File: config.mk
export PLATFORM = sky130hd
export DESIGN_NAME = apb_master_arbiter_flat
export DESIGN_NICKNAME = d
export VERILOG_FILES = /design/src/rtl/apb_arb_pkg.sv /design/src/rtl/apb_master_arbiter_if.sv /design/src/rtl/rr_arbiter.sv /design/src/rtl/apb_master_arbiter.sv /design/src/flat_wrapper.sv
export SDC_FILE = /design/constraint.sdc
export NUM_CORES = 1
export LEC_CHECK = 0
export ABC_AREA = 1
export CELL_PAD_IN_SITES_DETAIL_PLACEMENT = 0
export CELL_PAD_IN_SITES_GLOBAL_PLACEMENT = 1
export CORE_MARGIN = 3
export CORE_UTILIZATION = 22
export DETAILED_ROUTE_END_ITERATION = 10
export MAX_ROUTING_LAYER = met4
export PLACE_DENSITY = 0.76
export SLEW_MARGIN = 20
export SYNTH_ARGS = -nofsm -noshare
export SYNTH_HDL_FRONTEND = slang
export SYNTH_SLANG_ARGS = --single-unit
File: constraint.sdc
create_clock -name clk_i -period 1.4 [get_ports clk_i]
set_input_delay 0.42 -clock clk_i [delete_from_list [all_inputs] [get_ports clk_i]]
set_output_delay 0.42 -clock clk_i [all_outputs]
set_load 0.01 [all_outputs]
File: src/rtl/apb_arb_pkg.sv
// rtl/apb_arb_pkg.sv - shared state type, default timeout and index-width helper for the APB master arbiter
package apb_arb_pkg;

    typedef enum logic [1:0] {
        IDLE   = 2'd0,
        SETUP  = 2'd1,
        ACCESS = 2'd2
    } apb_arb_state_e;

    localparam int APB_ARB_TIMEOUT_DEFAULT = 255;

    function automatic int rr_idx_width(input int nb_req);
        return (nb_req > 1) ? $clog2(nb_req) : 1;
    endfunction

endpackage

File: src/rtl/apb_master_arbiter_if.sv
// rtl/apb_master_arbiter_if.sv - APB bus bundle between the arbiter (master) and the peripheral slave port
interface apb_master_arbiter_if #(
    parameter int APB_ADDR_WIDTH = 32,
    parameter int APB_DATA_WIDTH = 32
);
    logic [APB_ADDR_WIDTH-1:0] paddr_o;
    logic [APB_DATA_WIDTH-1:0] pwdata_o;
    logic                      pwrite_o;
    logic                      psel_o;
    logic                      penable_o;
    logic [APB_DATA_WIDTH-1:0] prdata_i;
    logic                      pready_i;
    logic                      pslverr_i;

    modport master (
        output paddr_o, pwdata_o, pwrite_o, psel_o, penable_o,
        input  prdata_i, pready_i, pslverr_i
    );

    modport slave (
        input  paddr_o, pwdata_o, pwrite_o, psel_o, penable_o,
        output prdata_i, pready_i, pslverr_i
    );
endinterface

File: src/rtl/rr_arbiter.sv
// rtl/rr_arbiter.sv - combinational round-robin pick: first request above last_q, wrapping
module rr_arbiter
    import apb_arb_pkg::*;
#(
    parameter int NB_REQ = 2,
    parameter int IDX_W  = rr_idx_width(NB_REQ)
) (
    input  logic [NB_REQ-1:0] req,
    input  logic [IDX_W-1:0]  last_q,
    output logic [IDX_W-1:0]  winner,
    output logic [NB_REQ-1:0] gnt,
    output logic              valid
);

    logic [IDX_W-1:0] cand;

    always_comb begin
        winner = '0;
        valid  = 1'b0;
        cand   = '0;
        for (int k = 1; k <= NB_REQ; k++) begin
            cand = IDX_W'((int'(last_q) + k) % NB_REQ);
            if (!valid && req[cand]) begin
                valid  = 1'b1;
                winner = cand;
            end
        end
        gnt = valid ? (NB_REQ'(1) << winner) : '0;
    end

endmodule

File: src/rtl/apb_master_arbiter.sv
// rtl/apb_master_arbiter.sv - round-robin sharing of one APB master port between NB_REQ requesters
// Define APB_TIMEOUT_EN to abort ACCESS phases that wait TIMEOUT_CYCLES without pready.
module apb_master_arbiter
    import apb_arb_pkg::*;
#(
    parameter int NB_REQ         = 2,
    parameter int APB_ADDR_WIDTH = 32,
    parameter int APB_DATA_WIDTH = 32,
    parameter int TIMEOUT_CYCLES = APB_ARB_TIMEOUT_DEFAULT
) (
    input  logic                                    clk_i,
    input  logic                                    rst_i,
    input  logic [NB_REQ-1:0]                       req_i,
    input  logic [NB_REQ-1:0][APB_ADDR_WIDTH-1:0]   addr_i,
    input  logic [NB_REQ-1:0][APB_DATA_WIDTH-1:0]   wdata_i,
    input  logic [NB_REQ-1:0]                       we_i,
    output logic [NB_REQ-1:0]                       gnt_o,
    output logic [NB_REQ-1:0]                       rvalid_o,
    output logic [APB_DATA_WIDTH-1:0]               rdata_o,
    output logic                                    err_o,
    apb_master_arbiter_if.master                    apb
);

    localparam int IDX_W = rr_idx_width(NB_REQ);

    if (NB_REQ < 2 || NB_REQ > 8 || TIMEOUT_CYCLES < 1) begin : g_param_check
        $error("apb_master_arbiter: unsupported NB_REQ or TIMEOUT_CYCLES");
    end

    apb_arb_state_e    state_q, state_d;
    logic [IDX_W-1:0]  last_q, owner_q, arb_winner;
    logic [NB_REQ-1:0] arb_gnt;
    logic              arb_valid, done, abort, tmo_hit;

    rr_arbiter #(.NB_REQ(NB_REQ), .IDX_W(IDX_W)) u_rr (
        .req    (req_i),
        .last_q (last_q),
        .winner (arb_winner),
        .gnt    (arb_gnt),
        .valid  (arb_valid)
    );

`ifdef APB_TIMEOUT_EN
    localparam int TMO_W = ($clog2(TIMEOUT_CYCLES + 1) > 8) ? $clog2(TIMEOUT_CYCLES + 1) : 8;
    logic [TMO_W-1:0] tmo_cnt_q;

    // The cycle whose increment would reach TIMEOUT_CYCLES is the one that aborts.
    assign tmo_hit = (tmo_cnt_q == TMO_W'(TIMEOUT_CYCLES - 1));

    always_ff @(posedge clk_i) begin
        if (rst_i) begin
            tmo_cnt_q <= '0;
        end else if (state_q == SETUP) begin
            tmo_cnt_q <= '0;
        end else if (state_q == ACCESS && !apb.pready_i) begin
            tmo_cnt_q <= tmo_cnt_q + 1'b1;
        end
    end
`else
    assign tmo_hit = 1'b0;
`endif

    always_comb begin
        state_d       = state_q;
        gnt_o         = '0;
        apb.psel_o    = 1'b0;
        apb.penable_o = 1'b0;
        done          = 1'b0;
        abort         = 1'b0;
        case (state_q)
            IDLE: begin
                // A grant during reset would be discarded, so it is not shown.
                if (arb_valid && !rst_i) begin
                    gnt_o   = arb_gnt;
                    state_d = SETUP;
                end
            end
            SETUP: begin
                apb.psel_o = 1'b1;
                state_d    = ACCESS;
            end
            ACCESS: begin
                apb.psel_o    = 1'b1;
                apb.penable_o = 1'b1;
                if (apb.pready_i) begin
                    done    = 1'b1;
                    state_d = IDLE;
                end else if (tmo_hit) begin
                    abort   = 1'b1;
                    state_d = IDLE;
                end
            end
            default: state_d = IDLE;
        endcase
    end

    always_ff @(posedge clk_i) begin
        if (rst_i) begin
            state_q      <= IDLE;
            last_q       <= IDX_W'(NB_REQ - 1);
            owner_q      <= '0;
            apb.paddr_o  <= '0;
            apb.pwdata_o <= '0;
            apb.pwrite_o <= 1'b0;
            rdata_o      <= '0;
            err_o        <= 1'b0;
            rvalid_o     <= '0;
        end else begin
            state_q  <= state_d;
            rvalid_o <= '0;
            if (state_q == IDLE && arb_valid) begin
                owner_q      <= arb_winner;
                last_q       <= arb_winner;
                apb.paddr_o  <= addr_i[arb_winner];
                apb.pwdata_o <= wdata_i[arb_winner];
                apb.pwrite_o <= we_i[arb_winner];
            end
            if (done || abort) begin
                rvalid_o <= NB_REQ'(1) << owner_q;
                rdata_o  <= done ? apb.prdata_i : '0;
                err_o    <= done ? apb.pslverr_i : 1'b1;
            end
        end
    end

endmodule
File: src/flat_wrapper.sv
// flat-port wrapper written by rule: the top's interface ports become plain ports
module apb_master_arbiter_flat import apb_arb_pkg::*;
#(
    parameter int NB_REQ         = 2,
    parameter int APB_ADDR_WIDTH = 32,
    parameter int APB_DATA_WIDTH = 32,
    parameter int TIMEOUT_CYCLES = APB_ARB_TIMEOUT_DEFAULT
)
  (clk_i, rst_i, req_i, addr_i, wdata_i, we_i, gnt_o, rvalid_o, rdata_o, err_o, apb_paddr_o, apb_pwdata_o, apb_pwrite_o, apb_psel_o, apb_penable_o, apb_prdata_i, apb_pready_i, apb_pslverr_i);
  apb_master_arbiter_if #(.APB_ADDR_WIDTH(APB_ADDR_WIDTH), .APB_DATA_WIDTH(APB_DATA_WIDTH)) apb_i ();
  input  logic clk_i;
  input  logic rst_i;
  input  logic [NB_REQ-1:0] req_i;
  input  logic [NB_REQ-1:0][APB_ADDR_WIDTH-1:0] addr_i;
  input  logic [NB_REQ-1:0][APB_DATA_WIDTH-1:0] wdata_i;
  input  logic [NB_REQ-1:0] we_i;
  output logic [NB_REQ-1:0] gnt_o;
  output logic [NB_REQ-1:0] rvalid_o;
  output logic [APB_DATA_WIDTH-1:0] rdata_o;
  output logic err_o;
  output wire logic [$bits(apb_i.paddr_o)-1:0] apb_paddr_o;
  output wire logic [$bits(apb_i.pwdata_o)-1:0] apb_pwdata_o;
  output wire logic [$bits(apb_i.pwrite_o)-1:0] apb_pwrite_o;
  output wire logic [$bits(apb_i.psel_o)-1:0] apb_psel_o;
  output wire logic [$bits(apb_i.penable_o)-1:0] apb_penable_o;
  input wire logic [$bits(apb_i.prdata_i)-1:0] apb_prdata_i;
  input wire logic [$bits(apb_i.pready_i)-1:0] apb_pready_i;
  input wire logic [$bits(apb_i.pslverr_i)-1:0] apb_pslverr_i;
  assign apb_paddr_o = apb_i.paddr_o;
  assign apb_pwdata_o = apb_i.pwdata_o;
  assign apb_pwrite_o = apb_i.pwrite_o;
  assign apb_psel_o = apb_i.psel_o;
  assign apb_penable_o = apb_i.penable_o;
  assign apb_i.prdata_i = apb_prdata_i;
  assign apb_i.pready_i = apb_pready_i;
  assign apb_i.pslverr_i = apb_pslverr_i;
  apb_master_arbiter #(.NB_REQ(NB_REQ), .APB_ADDR_WIDTH(APB_ADDR_WIDTH), .APB_DATA_WIDTH(APB_DATA_WIDTH), .TIMEOUT_CYCLES(TIMEOUT_CYCLES)) u_core (.clk_i(clk_i), .rst_i(rst_i), .req_i(req_i), .addr_i(addr_i), .wdata_i(wdata_i), .we_i(we_i), .gnt_o(gnt_o), .rvalid_o(rvalid_o), .rdata_o(rdata_o), .err_o(err_o), .apb(apb_i));
endmodule
After elaboration in Yosys (flattened, before gate mapping)
Cells that the tools add are included.

Register bits after elaboration: 104. Latch bits: 0. RAM bits: 0. Memory bits (read-only): 0. Input bits: 168. Output and inout bits: 104. Word-level logic and storage cells: 54. Memories kept: 0.

Add/subtract/negate cells: 2. Multiply operators: 0. Divide/modulo/power cells: 0. $lt $le $gt $ge: 3. Equal/unequal tests: 4. Shift-type cells: 2. Multiplexer cells: 24. Bitwise operators: 1. Reduce and logical (&&, ||, !) cells: 9.

Operators with widths (number): 32-bit two-way mux (4); 1-bit two-way mux (14); 2-bit two-way mux (5); 1-bit by 2-bit < comparator with 1-bit output (second input constant) (3); 2-bit one-hot mux with 3 select lines (1); 2-bit OR reduction (2); 1-bit by 1-bit left shift with 2-bit output (first input constant) (2); 1-bit logical AND (3); 1-bit adder (second input constant) (2); 2-bit by 1-bit == test with 1-bit output (second input constant) (1); 2-bit == test (second input constant) (1); 1-bit logical NOT (2); 2-bit logical NOT (1); 2-bit by 1-bit inequality test with 1-bit output (second input constant) (1); 2-bit inequality test (second input constant) (1); 2-bit AND reduction (1); 1-bit NOT (1).

Longest topological paths before layout
Depth in word-level cells: 11. Mapped depth: 9. Gate-level depth less buffers: 8.

Hierarchy
A second synthesis with hierarchy kept.

Cells, all modules: 745. Area total of the unflattened synthesis: 4788.3 µm².

By module, submodules not included: apb_master_arbiter (instances 1, cells each 738, area each 4758.3 µm², seq. area each 2082.0 µm²); rr_arbiter (instances 1, cells each 7, area each 30.0 µm², seq. area each 0.0 µm²).

Worst setup path after synthesis
OpenSTA, ideal clock, no wires.

Path type: register to output. From: register u_core.state_q[0]. To: output port gnt_o[0]. Arrival time: 1.105 ns. Required time: 0.980 ns. Path slack: -0.125 ns. Cell stages (with the launch flop): 6. Buffers on the path: 1. Path through: dfxtp_1 -> inv_1 -> ha_1 -> nand2_2 -> buf_2 -> nor3_1.

Word-level cells in the longest chain between the ends: 2.

Ends and longest elaborated chain: from (decl) (line apb_master_arbiter.sv:30) `apb_arb_state_e state_q, state_d;`; from (signal assigned) (line apb_master_arbiter.sv:109) `state_q <= state_d;`; 2-bit logical NOT (line apb_master_arbiter.sv:70) `case (state_q)`; 2-bit two-way mux (line apb_master_arbiter.sv:70); to (decl) (line flat_wrapper.sv:17) `output logic [NB_REQ-1:0] gnt_o;`.

Every way passes these cells.

Worst setup path after layout
From: register u_core.state_q[1]. To: output port gnt_o[0].

Same word-level chain as after synthesis.

==> results <==
layout by cell type (no fill, tap or decap), types with 2 or more instances in the layout:
| cell type | netlist | final |
|---|---|---|
| clkinv_8 | 0 | 2 |
| dfxtp_2 | 0 | 7 |
| nor2_2 | 0 | 4 |
| buf_4 | 11 | 17 |
| nand2_1 | 325 | 322 |
| o21ai_1 | 0 | 13 |
| buf_2 | 14 | 6 |
| a21oi_2 | 10 | 10 |
| inv_8 | 0 | 2 |
| dlygate4sd2_1 | 0 | 6 |
| nand2_4 | 0 | 2 |
| buf_6 | 8 | 7 |
| o21ai_0 | 34 | 12 |
| a21oi_1 | 57 | 57 |
| clkbuf_2 | 1 | 44 |
| clkdlybuf4s15_2 | 0 | 13 |
| nor2_1 | 70 | 65 |
| o21ai_2 | 0 | 9 |
| buf_12 | 0 | 6 |
| dfxtp_1 | 104 | 97 |
| clkdlybuf4s15_1 | 0 | 34 |
| nand2_2 | 11 | 11 |
| clkbuf_16 | 0 | 10 |
| ha_4 | 0 | 2 |
| clkdlybuf4s50_1 | 0 | 164 |
| inv_2 | 2 | 3 |
| buf_16 | 0 | 2 |
| inv_1 | 9 | 6 |
metrics by stage:
step,hold slack (ns),instance area (um2),worst slack (ns),TNS [ns]
after CTS,0.4247,8058,-0.3028,-11.83
after floorplan,0.4017,4643,0.005330,0
after global placement,0.4085,7631,-0.9565,-59.76
after global routing,0.4596,7946,-0.3241,-17.19
final,0.4204,7946,-0.2650,-8.612
after detailed placement,0.4132,7631,-0.9511,-61.50
layer usage:
layer  up-vias  GRT usage
li1       2635          -
met1      2208     0.1700
met2       183     0.2413
met3        14    0.03823
met4         0    0.04533
met5         -          -
registers in the layout (all words and copies together), names as in the netlist:
name and count:
u_core.owner_q 1, u_core.err_o 1, u_core.last_q 1, u_core.rdata_o 32
u_core.apb.pwrite_o 1, u_core.apb.paddr_o 32, u_core.apb.pwdata_o 32, u_core.rvalid_o 2
u_core.state_q 2
final timing paths:
| path | slack (ns) | to | depth (start not counted) | start |
|---|---|---|---|---|
| max | -0.27 | gnt_o[0] | 5 | u_core.state_q[1] |
| min | 0.42 | u_core.rvalid_o[0] | 1 | u_core.owner_q |
| max reg2reg | -0.15 | u_core.apb.paddr_o[2] | 8 | u_core.state_q[1] |
| min reg2reg | 0.42 | u_core.rvalid_o[0] | 1 | u_core.owner_q |
repair_timing:
item	4_1_cts	5_1_grt
cloned	1	1
resized for setup	259	91
endpoints found under the setup margin	206	164
buffers inserted	3	3
pin swaps	4	2
cell families (layout without fill, tap and decap cells):
group / Yosys count / in the layout
AO/OA/AOI/OAI: 103 / 103
adder cells (fa/ha/maj): 3 / 3
buffers and inverters: 57 / 328
flip-flops: 104 / 104
AND/OR/NAND/NOR: 410 / 410
Yosys cell counts (all sizes together):
master,number,area [um2]
a21oi,67,372.8
dfxtp,104,2082
nand2,336,1289
o22ai,1,6.260
nor2,70,262.8
ha,3,37.54
nand3,2,15.01
o211ai,1,7.510
buf,34,257.8
inv,11,41.29
clkbuf,12,46.29
o21ai,34,170.2
nor3,2,10.01
critical path, cell delays in order, from the launching register on:
cell	delay (ns)
dfxtp_2	0.33
inv_2	0.07
ha_4	0.17
nand2_4	0.06
nor3_4	0.12
buf_6	0.14
cell type report:
type                            count  area [um2]
Fill cell                        2153       12420
Timing Repair Buffer              301        2853
Multi-Input combinational cell    516        2290
Sequential cell                   104        2091
Tap cell                          270       337.8
Clock buffer                        9       225.2
Clock inverter                      7       101.3
Inverter                           11       48.80
power breakdown:
group,internal (mW),total [mW],leakage (nW),switching (mW)
sequential,3.78,4.19,0.854,0.411
combinational,2.82,6.19,2.44,3.37
clock,1.45,2.71,0.155,1.26
total,8.05,13.1,3.45,5.04
==> metrics.txt <==
Initial Util=0.2258; Max-Cap Viols=0; Area Growth Syn to Fin=72.82%; run status=finished with violations; Static Leak=around 3.5 nW; Hold Fails Final Rpt=0; Syn Inst Count=677; die area=22670 um2; detail-routed via count per cell=4.138; Clock H-tree levels=3; drt pass-1 iters=4; synth warn=0; FF+latch count, synth=around 100; clock buffer depth=2; global placement routability congestion=0.7239; DIE WIDTH=150.6 um; core area=20360 um2; row cnt=52; final wirelength=16760 um; Die Ht=150.6 um; TritonCTS clock tree=done; M1 WL=7256 um; unrepaired setup endpoints after global routing=true; 1st-iter DRT viols=around 160; Final Util=0.3902; metal3 WL=1537 um; syn_area_per_cell=just under 7 um2; via count=5040; # IOs=272; max_slew headroom=0.4674; Seq/Total Area, Yosys=0.4528; Avg WL per Cell=13.76 um; slew of the pin with the lowest slew margin=about 0.80 ns; fin crit share=1.189; synth unique cells=21; worst path required time=0.98 ns; Setup CP Type=flop to output port; Post-Syn Nets=848; total track usage=0.1444; Synth Area in Simple Gates=0.3429; vias in the first global route=4840; CP Launch Type=flop; DR DRC count=0; Max Clk Rate=0.6006 GHz; buffers added on ports=271; Cells after DPL=1194; largest family of logic cells by synthesized area=simple AND/OR/NAND/NOR gates; Clock Skew=0.007049 ns; failing checks=setup timing; pwr/cell area=1647 nW/um2; met2 WL=7719 um; Synth Area in Adders=0.008163; largest net degree at the start of global routing=66; # diodes=0; uppermost layer routed=met4; first-pass GRT wire length=24990 um; cts bufs inserted=9; antenna violations before repair=0; Worst Setup End Kind=output port; gr ovfl total=0; fin nets=1114; post-route ant nets=0; cell area after synthesis=4598 um2; Cell Count, Final, Fillers Out=between 1000 and 1500; largest fanout on the critical path=4; count of final setup violators=71; crit path DAT=1.25 ns; clock insertion delay at the later pin of the skew report=0.35 ns; Overall Power=13.09 mW; Setup WS post-layout=-0.2650 ns; Min-Delay Path Class=flop to flop; hold_buf cts=0; Synth Area in Compound Gates=0.1211; fin crit period=roughly 1.7 ns; mux cell area share after synthesis=0; clk sinks=approximately 100; share of layout cells above drive strength 1=0.1762; Root Driver=clkbuf_16; Synth Area in XOR/XNOR=0; Slew Viols, Final=0; clock-pin transition on the worst setup and hold timing paths=0.07 ns; Peak VDD IR=0.7191 mV; post-DP HPWL=11620 um
Power figures use the tool's default switching activity.
